<file path="config.mk">
export PLATFORM = sky130hd
export DESIGN_NAME = dmem_bank
export DESIGN_NICKNAME = d
export VERILOG_FILES = /design/src/rtl/dmem_bank.sv
export SDC_FILE = /design/constraint.sdc
export NUM_CORES = 2
export LEC_CHECK = 0
export CORE_MARGIN = 2
export CORE_UTILIZATION = 57
export CTS_CLUSTER_SIZE = 24
export DETAILED_ROUTE_END_ITERATION = 10
export PLACE_DENSITY = 0.76
export SLEW_MARGIN = 25
export SYNTH_ARGS = -nofsm -noshare
export SYNTH_HDL_FRONTEND = slang
export SYNTH_SLANG_ARGS = --single-unit
</file>
<file path="constraint.sdc">
create_clock -name clk -period 6.3 [get_ports clk]
set_input_delay 0.945 -clock clk [delete_from_list [all_inputs] [get_ports clk]]
set_output_delay 0.945 -clock clk [all_outputs]
set_load 0.01 [all_outputs]
</file>
<file path="src/rtl/dmem_bank.sv">
`default_nettype none
// ============================================================================
//  Module   : dmem_bank
//  Purpose  : Single-port word-addressed data memory with a request/response
//             handshake. After reset the whole array is swept to zero, one
//             word per cycle, and then requests are accepted every cycle.
//             Every accepted request is acknowledged by a one-cycle respValid
//             pulse on the following cycle. A request whose address is
//             >= DEPTH is flagged with addrErr. Such a write does not touch
//             memory, and such a read returns zero.
//  Macro    : DMEM_BYTE_EN - when defined, adds the byteEn port so that a
//             write updates only the selected byte lanes.
//  Ports    : clk        - clock, rising edge
//             reset      - synchronous active-high reset (restarts the clear)
//             reqValid   - request present
//             reqReady   - block accepts a request this cycle
//             memWrite   - 1 = write, 0 = read
//             address    - word address (ADDR_WIDTH bits)
//             writeData  - write data (DATA_WIDTH bits)
//             byteEn     - per-byte write enables (DMEM_BYTE_EN only)
//             respValid  - one-cycle acknowledge, one cycle after accept
//             readData   - registered read result, held between reads
//             addrErr    - out-of-range flag, qualified by respValid
//             busy       - memory clear in progress
//  Revision : 1.0 - initial release
// ============================================================================
module dmem_bank #(
    parameter int DATA_WIDTH = 16,
    parameter int ADDR_WIDTH = 16,
    parameter int DEPTH      = 256
) (
    input  logic                    clk,
    input  logic                    reset,
    input  logic                    reqValid,
    output logic                    reqReady,
    input  logic                    memWrite,
    input  logic [ADDR_WIDTH-1:0]   address,
    input  logic [DATA_WIDTH-1:0]   writeData,
`ifdef DMEM_BYTE_EN
    input  logic [DATA_WIDTH/8-1:0] byteEn,
`endif
    output logic                    respValid,
    output logic [DATA_WIDTH-1:0]   readData,
    output logic                    addrErr,
    output logic                    busy
);

    // Index width into the storage array. DEPTH <= 2**ADDR_WIDTH, so this
    // never exceeds ADDR_WIDTH.
    localparam int c_IDX_W = (DEPTH > 1) ? $clog2(DEPTH) : 1;
    // The range compare is one bit wider than the address. This keeps the
    // compare exact when DEPTH == 2**ADDR_WIDTH.
    localparam logic [ADDR_WIDTH:0] c_DEPTH_EXT = (ADDR_WIDTH + 1)'(DEPTH);
    localparam logic [c_IDX_W-1:0]  c_LAST      = c_IDX_W'(DEPTH - 1);
`ifdef DMEM_BYTE_EN
    localparam int c_LANES = DATA_WIDTH / 8;
`endif

    localparam logic [0:0] c_S_CLEAR = 1'b0;
    localparam logic [0:0] c_S_READY = 1'b1;

    logic [0:0]            r_state;
    logic [0:0]            w_state_next;
    logic [c_IDX_W-1:0]    r_clr_cnt;
    logic [c_IDX_W-1:0]    w_clr_cnt_next;
    logic [DATA_WIDTH-1:0] r_mem [DEPTH];
    logic [DATA_WIDTH-1:0] r_read_data;
    logic                  r_resp_valid;
    logic                  r_addr_err;

    logic                  w_accept;
    logic                  w_in_range;
    logic [c_IDX_W-1:0]    w_idx;

    assign w_in_range = ({1'b0, address} < c_DEPTH_EXT);
    assign w_accept   = reqValid && (r_state == c_S_READY);
    assign w_idx      = address[c_IDX_W-1:0];

    // ---------------------------------------------------------------- FSM
    always_ff @(posedge clk) begin
        if (reset) begin
            r_state   <= c_S_CLEAR;
            r_clr_cnt <= '0;
        end else begin
            r_state   <= w_state_next;
            r_clr_cnt <= w_clr_cnt_next;
        end
    end

    always_comb begin
        w_state_next   = r_state;
        w_clr_cnt_next = r_clr_cnt;
        case (r_state)
            c_S_CLEAR: begin
                if (r_clr_cnt == c_LAST) begin
                    w_state_next   = c_S_READY;
                    w_clr_cnt_next = '0;
                end else begin
                    w_clr_cnt_next = r_clr_cnt + 1'b1;
                end
            end
            c_S_READY: begin
                w_state_next = c_S_READY;
            end
            default: begin
                w_state_next   = c_S_CLEAR;
                w_clr_cnt_next = '0;
            end
        endcase
    end

    assign busy     = (r_state == c_S_CLEAR);
    assign reqReady = (r_state == c_S_READY);

    // ------------------------------------------------------------- storage
    // The array has no reset. The clear sweep zeroes it instead. A reset
    // cycle writes nothing, so that a request presented alongside reset
    // leaves no trace.
    always_ff @(posedge clk) begin
        if (!reset) begin
            if (r_state == c_S_CLEAR) begin
                r_mem[r_clr_cnt] <= '0;
            end else if (w_accept && memWrite && w_in_range) begin
`ifdef DMEM_BYTE_EN
                for (int b = 0; b < c_LANES; b++) begin
                    if (byteEn[b]) begin
                        r_mem[w_idx][b*8 +: 8] <= writeData[b*8 +: 8];
                    end
                end
`else
                r_mem[w_idx] <= writeData;
`endif
            end
        end
    end

    // ------------------------------------------------------------ response
    always_ff @(posedge clk) begin
        if (reset) begin
            r_read_data  <= '0;
            r_resp_valid <= 1'b0;
            r_addr_err   <= 1'b0;
        end else begin
            r_resp_valid <= w_accept;
            r_addr_err   <= w_accept && !w_in_range;
            // readData moves only on a read response. Writes leave it alone.
            if (w_accept && !memWrite) begin
                r_read_data <= w_in_range ? r_mem[w_idx] : '0;
            end
        end
    end

    assign respValid = r_resp_valid;
    assign readData  = r_read_data;
    assign addrErr   = r_addr_err;

endmodule
`default_nettype wire

</file>
==> run metrics <==
DP Area 166000 µm²; FF-to-FF path depth 9; CP Max Fanout 28; min Tclk post-route just under 5 ns; final WL around 440000 µm; worst skew pair latency between 0.9 and 1 ns; Die ar. 283000 µm²; crit start category input port; CP top delay family buffers and inverters; Most common cell on crit path buf_4; P&R area growth vs syn 12.5%; Power Density 306 nW/µm²; Core ar. between 200000 and 300000 µm²; syn avg cell area 21.6 µm²; Congestion Overflow GR 0; clock tree buffer depth 4; status finished, final reports clean; post-DR wirelength/cell about 37 µm; RR Startpoint reqReady$_SDFF_PP0_; global-route wire length before repair around 620000 µm; port bufs 55; vias in the first global route 81089; Design Area, Final between 150000 and 200000 µm²; Die W ~530 µm; Critical Setup Path Class input port to flip-flop; Final Max Tran Viols 0; CTS buffer count ~400; Synth Register Bits around 4000; initial antenna violation count 21; Final setup viols 0; HP Class flip-flop to flip-flop; Crit path required time approximately 6.9 ns; post-synthesis xor/xnor area fraction 0.000275; endpoints failing hold 0; Compound-Gate Fraction of Synth Area 0.0321; post-DP HPWL between 200000 and 300000 µm; first-iteration detailed-routing DRC count between 10000 and 15000; Post-synth top cells edfxtp_1, mux4_2, mux2i_1; Hold Buf Count CTS 0; Primary FF master, synth edfxtp_1; via count 83764; Simple-Gate Fraction of Synth Area 0.0212; FP Rows between 150 and 200; post-synthesis cell type count 75; clk sinks approximately 4100; post-synthesis async set-or-reset flop share 0; syn nets 7391; Hold Startpoint readData[3]$_SDFFE_PP0P_; largest net degree at the start of global routing roughly 190; Post-Syn Area approximately 160000 µm²; final RePlAce weighted congestion approximately 0.94; worst path buffer plus inverter count 6; Post-Syn Instances around 7400; cts repair resizes 0; Final Power between 50 and 60 mW; WP data arrival about 5.4 ns; DRT Pass-1 Iters 6; fraction of layout cells with a size suffix above 1 0.257; final core utilization 0.643; Synth Warn # 0; FMAX approximately 0.21 GHz; relative slew slack 0.171; CTS tree yes; Starting Density 0.571; count leader, synth edfxtp_1; Worst setup EP type flip-flop; register area share after synthesis 0.776; CTS clk-pin slew, worst paths approximately 0.060 ns; NumNets Final approximately 7900; worst path cell trace clkdlybuf4s50_1 > nor4_1 > buf_4 > nand4_1 > buf_4 > o21ai_1 > nand3_1 > buf_4 > buf_4 > nor2_1 > buf_4; Vias/cell approximately 7; chip height between 500 and 600 µm; worst vdd ir ~270 µV; Post-Synth Adder-Cell Area 0.0000786; static leakage around 67 nW; max cap viols 0; count of boundary I/O pins between 50 and 60; Hold Path Depth 2; final clock skew 0.0931 ns; part of the cycle the worst path needs 0.770; post-synth top area cell edfxtp_1; root buffer cell clkbuf_16; DRC 0; RSZ-0062 raised after global routing no; main combinational cell family by area after synthesis multiplexers; GR Util All Layers 0.307; area share of the largest cell type after synthesis 0.773; number of synthesized flops with an enable pin 4096; Post-CTS Setup Bufs 0; multiplexer share of the synthesized area 0.151; antenna-violating nets left 0; reg2reg end r_mem[6][1]$_DFFE_PP_; worst-margin pin slew around 1.2 ns; Max stage delay on crit path about 0.65 ns; Synth area leaders edfxtp_1, mux4_2, mux2i_1; Fin Setup TNS 0 ns; H-tree levels 5; hold path endpoint readData[3]$_SDFFE_PP0P_; setup slack, reg-to-reg ~1.5 ns; CP max stage cell nand3_1
-- cell type report --
class,count,area (µm²)
flip-flops and latches,4123,124000
fillers,17510,99500
multi-input cells,2783,33100
clock buffers,470,10300
repair buffers,558,5080
well taps,3724,4660
clock inverters,239,2360
diodes,23,57.6
inverters,5,18.8
-- stage by stage --
step,hold slack (ns),setup slack [ns],std cells
after floorplan,0.476,0.188,7354
after global placement,0.467,0.721,11189
after detailed placement,0.478,0.724,11192
after CTS,0.487,1.66,11901
after global routing,0.493,1.52,11905
final,0.503,1.45,11925
-- cells by family (layout without fill, tap and decap cells) --
kind of cell               count (synthesis)  count (layout)
xor gates and xnor gates                   5               5
adders and majority gates                  1               1
muxes                                   1298            1298
and+or+nand+nor                          737             737
other                                      0              23
DFF                                     4123            4123
buffers and inverters                    448            1272
AOI/OAI and AO/OA                        742             742
-- sequential cells by signal, indices dropped and copies added, names as in the netlist --
name       cells
addrErr        1
r_clr_cnt      8
r_mem       4096
readData      16
reqReady       1
respValid      1
-- tightest hold or removal path: cells and delay by family, from the launching register on --
family / cells / cell delay [ns]
and+or+nand+nor: 1 / 0.07
AOI/OAI and AO/OA: 1 / 0.05
DFF: 1 / 0.33
-- metal layers --
metal / global-route usage / part of all wire
met4: 0.154 / 0.060
met5: 0.000169 / 0.00059
met1: 0.418 / 0.34
met2: 0.466 / 0.46
met3: 0.0803 / 0.13
-- report_power, final --
group          internal [mW]  leakage, nW  total, mW  switching, mW
clock                   13.4         6.18       23.5           10.1
combinational          0.497         13.1       1.59           1.10
sequential              29.7         47.7       29.7        0.00829
total                   43.6         66.9       54.8           11.2
-- how the worst max path moves through the flow --
| stage | start | end | slack, ns | depth (start not counted) |
|---|---|---|---|---|
| after floorplan | reset | r_mem[0][0]$_DFFE_PP_ | 0.19 | 7 |
| after global placement | address[2] | readData[11]$_SDFFE_PP0P_ | 0.72 | 8 |
| after detailed placement | address[10] | r_mem[66][0]$_DFFE_PP_ | 0.72 | 8 |
| after CTS | address[11] | r_mem[66][10]$_DFFE_PP_ | 1.66 | 8 |
| after global routing | address[10] | r_mem[66][10]$_DFFE_PP_ | 1.52 | 8 |
| final | address[11] | r_mem[6][1]$_DFFE_PP_ | 1.45 | 11 |
-- placed cells by master, fill, tap and decap left out, types with 12 or more instances in the layout --
master / count
mux4_1: 23
a22oi_1: 142
a31oi_1: 34
nand3_1: 55
a211oi_1: 49
a22o_1: 14
nand2_1: 124
clkbuf_1: 67
clkinv_2: 69
o221ai_1: 34
bufinv_16: 41
clkbuf_16: 403
a32oi_1: 17
nand4_1: 15
edfxtp_1: 4096
mux4_2: 850
nor4_1: 12
clkinv_1: 91
dfxtp_1: 27
buf_4: 442
clkdlybuf4s50_1: 47
buf_12: 60
mux2i_1: 380
mux2_2: 45
o22ai_1: 165
nand2b_1: 19
and2_4: 17
clkinvlp_4: 17
nor2_1: 247
nor2_2: 78
o21ai_0: 53
o31ai_1: 18
a221oi_1: 22
nor3_1: 51
diode_2: 23
a2111oi_0: 16
nor2b_1: 31
a21oi_1: 105
(Power assumes the default switching activity.)
